===== src/rtl/aux_input_debouncer_if.sv =====
// Board-input bundle for aux_input_debouncer: raw pins in, clean levels and strobes out.
// The master side drives the raw pins; the debouncer is the slave.
interface aux_input_debouncer_if #(
  parameter int unsigned SwtBit = 16
);
  logic              resume_raw;
  logic [SwtBit-1:0] swt_raw;
  logic              resume;
  logic              resume_pulse;
  logic [SwtBit-1:0] swt;
  logic              swt_changed;

  modport master (
    output resume_raw,
    output swt_raw,
    input  resume,
    input  resume_pulse,
    input  swt,
    input  swt_changed
  );

  modport slave (
    input  resume_raw,
    input  swt_raw,
    output resume,
    output resume_pulse,
    output swt,
    output swt_changed
  );
endinterface


===== src/rtl/aux_input_debouncer.sv =====
// Two-FF synchroniser plus per-channel debounce counter for the resume button and slide switches.
// Emits clean levels, a registered resume rising-edge pulse and a registered switch-change strobe.
module aux_input_debouncer #(
  parameter int unsigned SwtBit      = 16,
  parameter int unsigned DebounceCnt = 1000000,
  parameter int unsigned CntBit      = 20
) (
  input logic                  clk,
  input logic                  rst_n,
  aux_input_debouncer_if.slave io
);

  // Channel SwtBit is the resume button; channels SwtBit-1..0 are the switches.
  localparam int unsigned ChBit = SwtBit + 1;
  localparam logic [CntBit-1:0] TermCnt = CntBit'(DebounceCnt - 1);

  logic [ChBit-1:0]  raw_vec;
  logic [ChBit-1:0]  sync1;
  logic [ChBit-1:0]  sync2;
  logic [ChBit-1:0]  acc;
  logic [ChBit-1:0]  acc_next;
  logic [CntBit-1:0] cnt      [ChBit];
  logic [CntBit-1:0] cnt_next [ChBit];
  logic              resume_pulse_q;
  logic              swt_changed_q;

  assign raw_vec = {io.resume_raw, io.swt_raw};

  // Any sample equal to the accepted level clears the count, so only an
  // unbroken run of DebounceCnt differing samples flips the accepted level.
  always_comb begin
    acc_next = acc;
    for (int unsigned ch = 0; ch < ChBit; ch++) begin
      cnt_next[ch] = '0;
      if (sync2[ch] != acc[ch]) begin
        if (cnt[ch] == TermCnt) begin
          acc_next[ch] = sync2[ch];
        end else begin
          cnt_next[ch] = cnt[ch] + CntBit'(1);
        end
      end
    end
  end

  always_ff @(posedge clk or negedge rst_n) begin
    if (!rst_n) begin
      sync1          <= '0;
      sync2          <= '0;
      acc            <= '0;
      resume_pulse_q <= 1'b0;
      swt_changed_q  <= 1'b0;
      for (int unsigned ch = 0; ch < ChBit; ch++) begin
        cnt[ch] <= '0;
      end
    end else begin
      sync1          <= raw_vec;
      sync2          <= sync1;
      acc            <= acc_next;
      resume_pulse_q <= acc_next[SwtBit] & ~acc[SwtBit];
      swt_changed_q  <= |(acc_next[SwtBit-1:0] ^ acc[SwtBit-1:0]);
      for (int unsigned ch = 0; ch < ChBit; ch++) begin
        cnt[ch] <= cnt_next[ch];
      end
    end
  end

  assign io.resume       = acc[SwtBit];
  assign io.swt          = acc[SwtBit-1:0];
  assign io.resume_pulse = resume_pulse_q;
  assign io.swt_changed  = swt_changed_q;

endmodule


===== src/flat_wrapper.sv =====
// flat-port wrapper written by rule: the top's interface ports become plain ports
module aux_input_debouncer_flat 
#(
  parameter int unsigned SwtBit      = 16,
  parameter int unsigned DebounceCnt = 1000000,
  parameter int unsigned CntBit      = 20
)
  (clk, rst_n, io_resume_raw, io_swt_raw, io_resume, io_resume_pulse, io_swt, io_swt_changed);
  aux_input_debouncer_if #(.SwtBit(SwtBit)) io_i ();
  input logic clk;
  input logic rst_n;
  input wire logic [$bits(io_i.resume_raw)-1:0] io_resume_raw;
  input wire logic [$bits(io_i.swt_raw)-1:0] io_swt_raw;
  output wire logic [$bits(io_i.resume)-1:0] io_resume;
  output wire logic [$bits(io_i.resume_pulse)-1:0] io_resume_pulse;
  output wire logic [$bits(io_i.swt)-1:0] io_swt;
  output wire logic [$bits(io_i.swt_changed)-1:0] io_swt_changed;
  assign io_i.resume_raw = io_resume_raw;
  assign io_i.swt_raw = io_swt_raw;
  assign io_resume = io_i.resume;
  assign io_resume_pulse = io_i.resume_pulse;
  assign io_swt = io_i.swt;
  assign io_swt_changed = io_i.swt_changed;
  aux_input_debouncer #(.SwtBit(SwtBit), .DebounceCnt(DebounceCnt), .CntBit(CntBit)) u_core (.clk(clk), .rst_n(rst_n), .io(io_i));
endmodule

===== config.mk =====
export PLATFORM = sky130hd
export DESIGN_NAME = aux_input_debouncer_flat
export DESIGN_NICKNAME = d
export VERILOG_FILES = /design/src/rtl/aux_input_debouncer_if.sv /design/src/rtl/aux_input_debouncer.sv /design/src/flat_wrapper.sv
export SDC_FILE = /design/constraint.sdc
export NUM_CORES = 1
export LEC_CHECK = 0
export ABC_AREA = 1
export ABC_CLOCK_PERIOD_IN_PS = 1400
export CORE_ASPECT_RATIO = 0.9
export CORE_MARGIN = 4
export CORE_UTILIZATION = 46
export DETAILED_ROUTE_END_ITERATION = 10
export HOLD_SLACK_MARGIN = 0.1
export PLACE_DENSITY_LB_ADDON = 0.05
export SETUP_SLACK_MARGIN = 0.15
export SYNTH_ARGS = -nofsm -noshare
export SYNTH_HDL_FRONTEND = slang
export SYNTH_SLANG_ARGS = --single-unit
export TNS_END_PERCENT = 1

===== constraint.sdc =====
create_clock -name clk -period 1.4 [get_ports clk]
set_input_delay 0.21 -clock clk [delete_from_list [all_inputs] [get_ports clk]]
set_output_delay 0.21 -clock clk [all_outputs]
set_load 0.01 [all_outputs]

# After elaboration in Yosys (flattened, before gate mapping)
# Cells that the tools add are included.
# totals
elab_cells,145
register_bits,393
inputBits,19
n_memories,0
ramBits,0
mem_bits_ro,0
latch_bits,0
# op_classes
div_mod_pow,0
n_bitwise,3
eq_ne,34
n_reduce_logical,1
n_mux,68
n_addsub,17
magnitude_cmp,0
n_mul,0
shifts,0
# ops
operator,count
$mux W20,34
$add A20 B1 Y20 const B,17
$eq A20 B20 Y1 const B,17
$mux W1,34
$ne A1 B1 Y1,17
$reduce_or A16 Y1,1
$xor A16 B16 Y16,1
$and A1 B1 Y1,1
$not A1 Y1,1

# Depth between registers and ports, before layout
# Gate-level depths: netlist of run 1.
# depth
ltp_word,5
depth_mapped,10
depth_no_buf,10

# Worst setup path before layout of run 1
# Ideal clock, no wire load.
# synth_path
path_type,reg-to-reg
start,register u_core.cnt[280] (netlist name)
end,register u_core.acc[2]
stages_incl_launch_ff,7
arrival_ns,1.366
setup_ns,0.125
t_required_ns,1.275
slack_ns,-0.090
period_less_slack_ns,1.490
cell_sequence,dfrtp_1 -> ha_1 -> nand2_1 -> nor2_2 -> nand3_1 -> nor2_1 -> mux2_2
# synth_via
elab_chain_len,3
# synth_rtl
element,line,rtl
from (decl),aux_input_debouncer.sv:22,logic [CntBit-1:0] cnt [ChBit];
"from (signal, indexed assignment)",aux_input_debouncer.sv:62,cnt[ch] <= cnt_next[ch];
$eq A20 B20 Y1,aux_input_debouncer.sv:36,if (cnt[ch] == TermCnt) begin
$mux W1,aux_input_debouncer.sv:36,
$mux W1,aux_input_debouncer.sv:35,if (sync2[ch] != acc[ch]) begin
net u_core.acc_next[2],aux_input_debouncer.sv:21,logic [ChBit-1:0] acc_next;
to (signal assigned),aux_input_debouncer.sv:58,acc <= acc_next;
to (decl),aux_input_debouncer.sv:20,logic [ChBit-1:0] acc;
# The timed path passes the listed nets, and every way through them passes these cells.

==> results of run 1 <==
## state kept, by name, indices dropped and copies added (netlist names)
name                    count
u_core.acc                 17
u_core.cnt                340
u_core.io.resume_pulse      1
u_core.io.swt_changed       1
u_core.sync1               17
u_core.sync2               17
## area by class of cell
class                   instances  area share, %
inverters                     317           4.53
well taps                     547           2.55
clock inverters                14          0.685
multi-input cells            1703           36.0
flip-flops and latches        393           36.7
clock buffers                  64           4.83
repair buffers                491           14.8
## timing repair
item / 4_1_cts / 5_1_grt
gates resized for setup: 69 / 308
hold endpoints to repair: 409 / 0
setup buffers: 16 / 8
endpoints found under the setup margin: 336 / 365
cloned: 1 / 0
hold buffers: 18 / 0
pin swaps: 14 / 58
## power by group
part | total, W | switching (W) | internal [W] | leakage [nW]
sequential | 0.0117 | 0.000130 | 0.0115 | 5.37
combinational | 0.00120 | 0.000667 | 0.000536 | 6.57
clock | 0.0119 | 0.00469 | 0.00716 | 0.731
## final timing paths
check                              endpoint  slack [ps]  cells after the start
max                         u_core.cnt[219]        -180                      8
min                        u_core.sync1[10]         190                      1
max reg2reg                 u_core.cnt[219]        -180                      8
min reg2reg                u_core.sync2[15]         350                      0
max in group asynchronous   u_core.cnt[223]         370                      3
min in group asynchronous   u_core.cnt[314]         230                      3
## worst register-to-register path: cells and delay by family (launching register included)
family | cells | cell delay [ps]
simple gates | 7 | 860
flops | 1 | 370
fa+ha+maj | 1 | 220
## metrics by stage
step	setup TNS [ps]	worst slack, ps	power (W)	utilization (%)	instances
4_1_cts	-26560	-182	0.0250	61.6	3521
6_report	-9370	-180	0.0247	64.0	3529
3_3_place_gp	-10740	-175	0.0129	57.2	3408
2_1_floorplan	-500	-32.5	0.0122	-	2415
5_1_grt	-36040	-293	0.0258	64.0	3529
3_5_place_dp	-20720	-229	0.0129	57.2	3408
## kinds of logic after synthesis
logic type | Yosys count | synth area share [%]
simple gates | 1373 | 31.8
flops | 393 | 50.1
buf+inv | 320 | 6.14
compound gates | 182 | 4.94
xor+xnor | 124 | 5.54
fa+ha+maj | 17 | 1.08
mux | 6 | 0.345
## layer usage
metal / share of wire, % / wire length (um)
met1: 48 / 20900
met2: 47 / 20800
met3: 2.6 / 1120
met4: 2.2 / 952
met5: 0 / 0
## synth_stat cells
| master | n |
|---|---|
| nor3_2 | 5 |
| dfrtp_1 | 393 |
| inv_2 | 14 |
| nand3_2 | 11 |
| o21a_1 | 8 |
| nand4_2 | 2 |
| buf_2 | 3 |
| nand4_1 | 45 |
| a211oi_1 | 8 |
| xor2_1 | 84 |
| nor3b_2 | 10 |
| nor2_1 | 530 |
| ha_1 | 17 |
| a21oi_1 | 82 |
| or2_4 | 1 |
| nor4_1 | 4 |
| mux2_2 | 6 |
| o21ai_1 | 2 |
| and3_1 | 3 |
| nand2_4 | 1 |
| nor3b_1 | 28 |
| nor2_4 | 22 |
| xnor2_1 | 40 |
| nor3_1 | 91 |
| o21ai_2 | 1 |
| nor2_2 | 45 |
| nand2_1 | 422 |
| o21ai_0 | 70 |
| and2_1 | 3 |
| nand3_1 | 117 |
| nand2_2 | 32 |
| a31oi_1 | 11 |
| inv_1 | 303 |
| nand3b_1 | 1 |
## cells in the final DEF (no fill, tap or decap), types with 40 or more instances in the layout
| master | instances |
|---|---|
| nand3_1 | 80 |
| nand4_1 | 45 |
| o21ai_0 | 44 |
| clkbuf_16 | 45 |
| a21oi_1 | 81 |
| xor2_1 | 83 |
| inv_1 | 288 |
| nor2_2 | 82 |
| nor2_1 | 467 |
| nor2_4 | 49 |
| dfrtp_1 | 390 |
| buf_4 | 409 |
| nor3_1 | 61 |
| nand2_2 | 40 |
| nand2_1 | 400 |
==> flow_metrics.env, run 1 <==
export IMPL_cp_start_kind="register"
export IMPL_yosysTopAreaCell="dfrtp_1"
export IMPL_syn_avg_cell_area_um2=8.12
export IMPL_setup_ws_ps=-180
export IMPL_drt_iter0_drc=817
export IMPL_fin_nets=2986
export IMPL_cts_tree="yes"
export IMPL_path_delay_family="simple AND/OR/NAND/NOR gates"
export IMPL_period_minus_slack_ps=1580
export IMPL_tightest_slew_ps=755
export IMPL_grt_pass1_vias=17100
export IMPL_placementRows=71
export IMPL_critPathMaxStageDelay_ps=370
export IMPL_setup_viol=155
export IMPL_grt_max_degree=77
export IMPL_slew_headroom_pct=49.6
export IMPL_diodes=0
export IMPL_rsz0062_at_grt="true"
export IMPL_critPathRequiredTime_ps=1850
export IMPL_r2r_start="u_core.cnt[200]"
export IMPL_critPathKind="register to register"
export IMPL_cts_root_buf="clkbuf_16"
export IMPL_grt_use_met3_pct=2.61
export IMPL_synth_area_um2=19600
export IMPL_initial_core_util_pct=46.8
export IMPL_seqCellArea_um2=9840
export IMPL_ant_nets=0
export IMPL_worstPathArrival_ps=2030
export IMPL_power_density_nw_per_um2=921
export IMPL_drc=0
export IMPL_cp_startpoint="u_core.cnt[200]"
export IMPL_drive_gt1_share_pct=29.5
export IMPL_num_vias=16900
export IMPL_postPlaceCellArea_um2=24000
export IMPL_fp_coreArea_um2=41900
export IMPL_multi_input_area_um2=9650
export IMPL_max_freq_ghz=0.633
export IMPL_syn_nets=2451
export IMPL_worst_path_buf_inv=0
export IMPL_max_cap_violations=0
export IMPL_fillerInstances=3619
export IMPL_fp_dieW_um=226
export IMPL_grt_use_met2_pct=32.3
export IMPL_yosys_warnings=0
export IMPL_area_growth_pct=36.8
export IMPL_dr_pass1_iters=5
export IMPL_die_area_um2=46000
export IMPL_io_pins=38
export IMPL_fin_skew_ps=21.5
export IMPL_post_drt_wl_per_cell_um=12.4
export IMPL_routed_via_density=4.79
export IMPL_synth_distinct_cells=34
export IMPL_clock_latency_ps=580
export IMPL_fp_dieH_um=204
export IMPL_portBuffers=37
export IMPL_grtUsageTotal_pct=19.2
export IMPL_worstPathCellList="ha_2 > nand2_4 > nor2_4 > nand2_2 > nor3_4 > nor2_2 > nand2_1 > nor2_1"
export IMPL_gp_congestion=0.839
export IMPL_top_usage_layer="met2"
export IMPL_routed_wl_um=43700
export IMPL_use_met1_pct=26.2
export IMPL_numCtsBuffers=44
export IMPL_leakagePower_nw=12.7
export IMPL_stdcell_area_um2=26800
export IMPL_outcome="finished, violations left"
export IMPL_netlist_instances=2415
export IMPL_finalCritPeriodShare_pct=113
export IMPL_hold_viol=0
export IMPL_cts_path_max_buffers=3
export IMPL_whs_ps=191
export IMPL_grt_pass1_wl_um=76100
export IMPL_crit_path_top_delay_cell="dfrtp_1"
export IMPL_cp_max_fo=6
export IMPL_synth_area_leaders="dfrtp_1 (50%), nor2_1 (10%), nand2_1 (8.1%)"
export IMPL_violations="negative setup slack"
export IMPL_end_kind="register"
export IMPL_irDropWorstVdd_mv=1.05
export IMPL_cts_clk_slew_worst_paths_ps=60
export IMPL_grt_antenna_before_repair=0
export IMPL_synth_top_area_share_pct=50.1
export IMPL_htree_levels=2
export IMPL_worstHoldPathType="input port to register"
export IMPL_cts_sinks=393
export IMPL_ys_seq_elements=393
export IMPL_overflow=0
export IMPL_hpwl_um=31300
export IMPL_min_delay_start="io_swt_raw[10]"
export IMPL_seq_area_frac_synth_pct=50.1
export IMPL_drv_slew=0
(Power assumes the default switching activity.)
==> run 2: changes to the inputs <==
- CAP_MARGIN: unset -> 0
==> results of run 2 <==
Same layout as run 1: the final DEF is identical, and so are final timing and power.
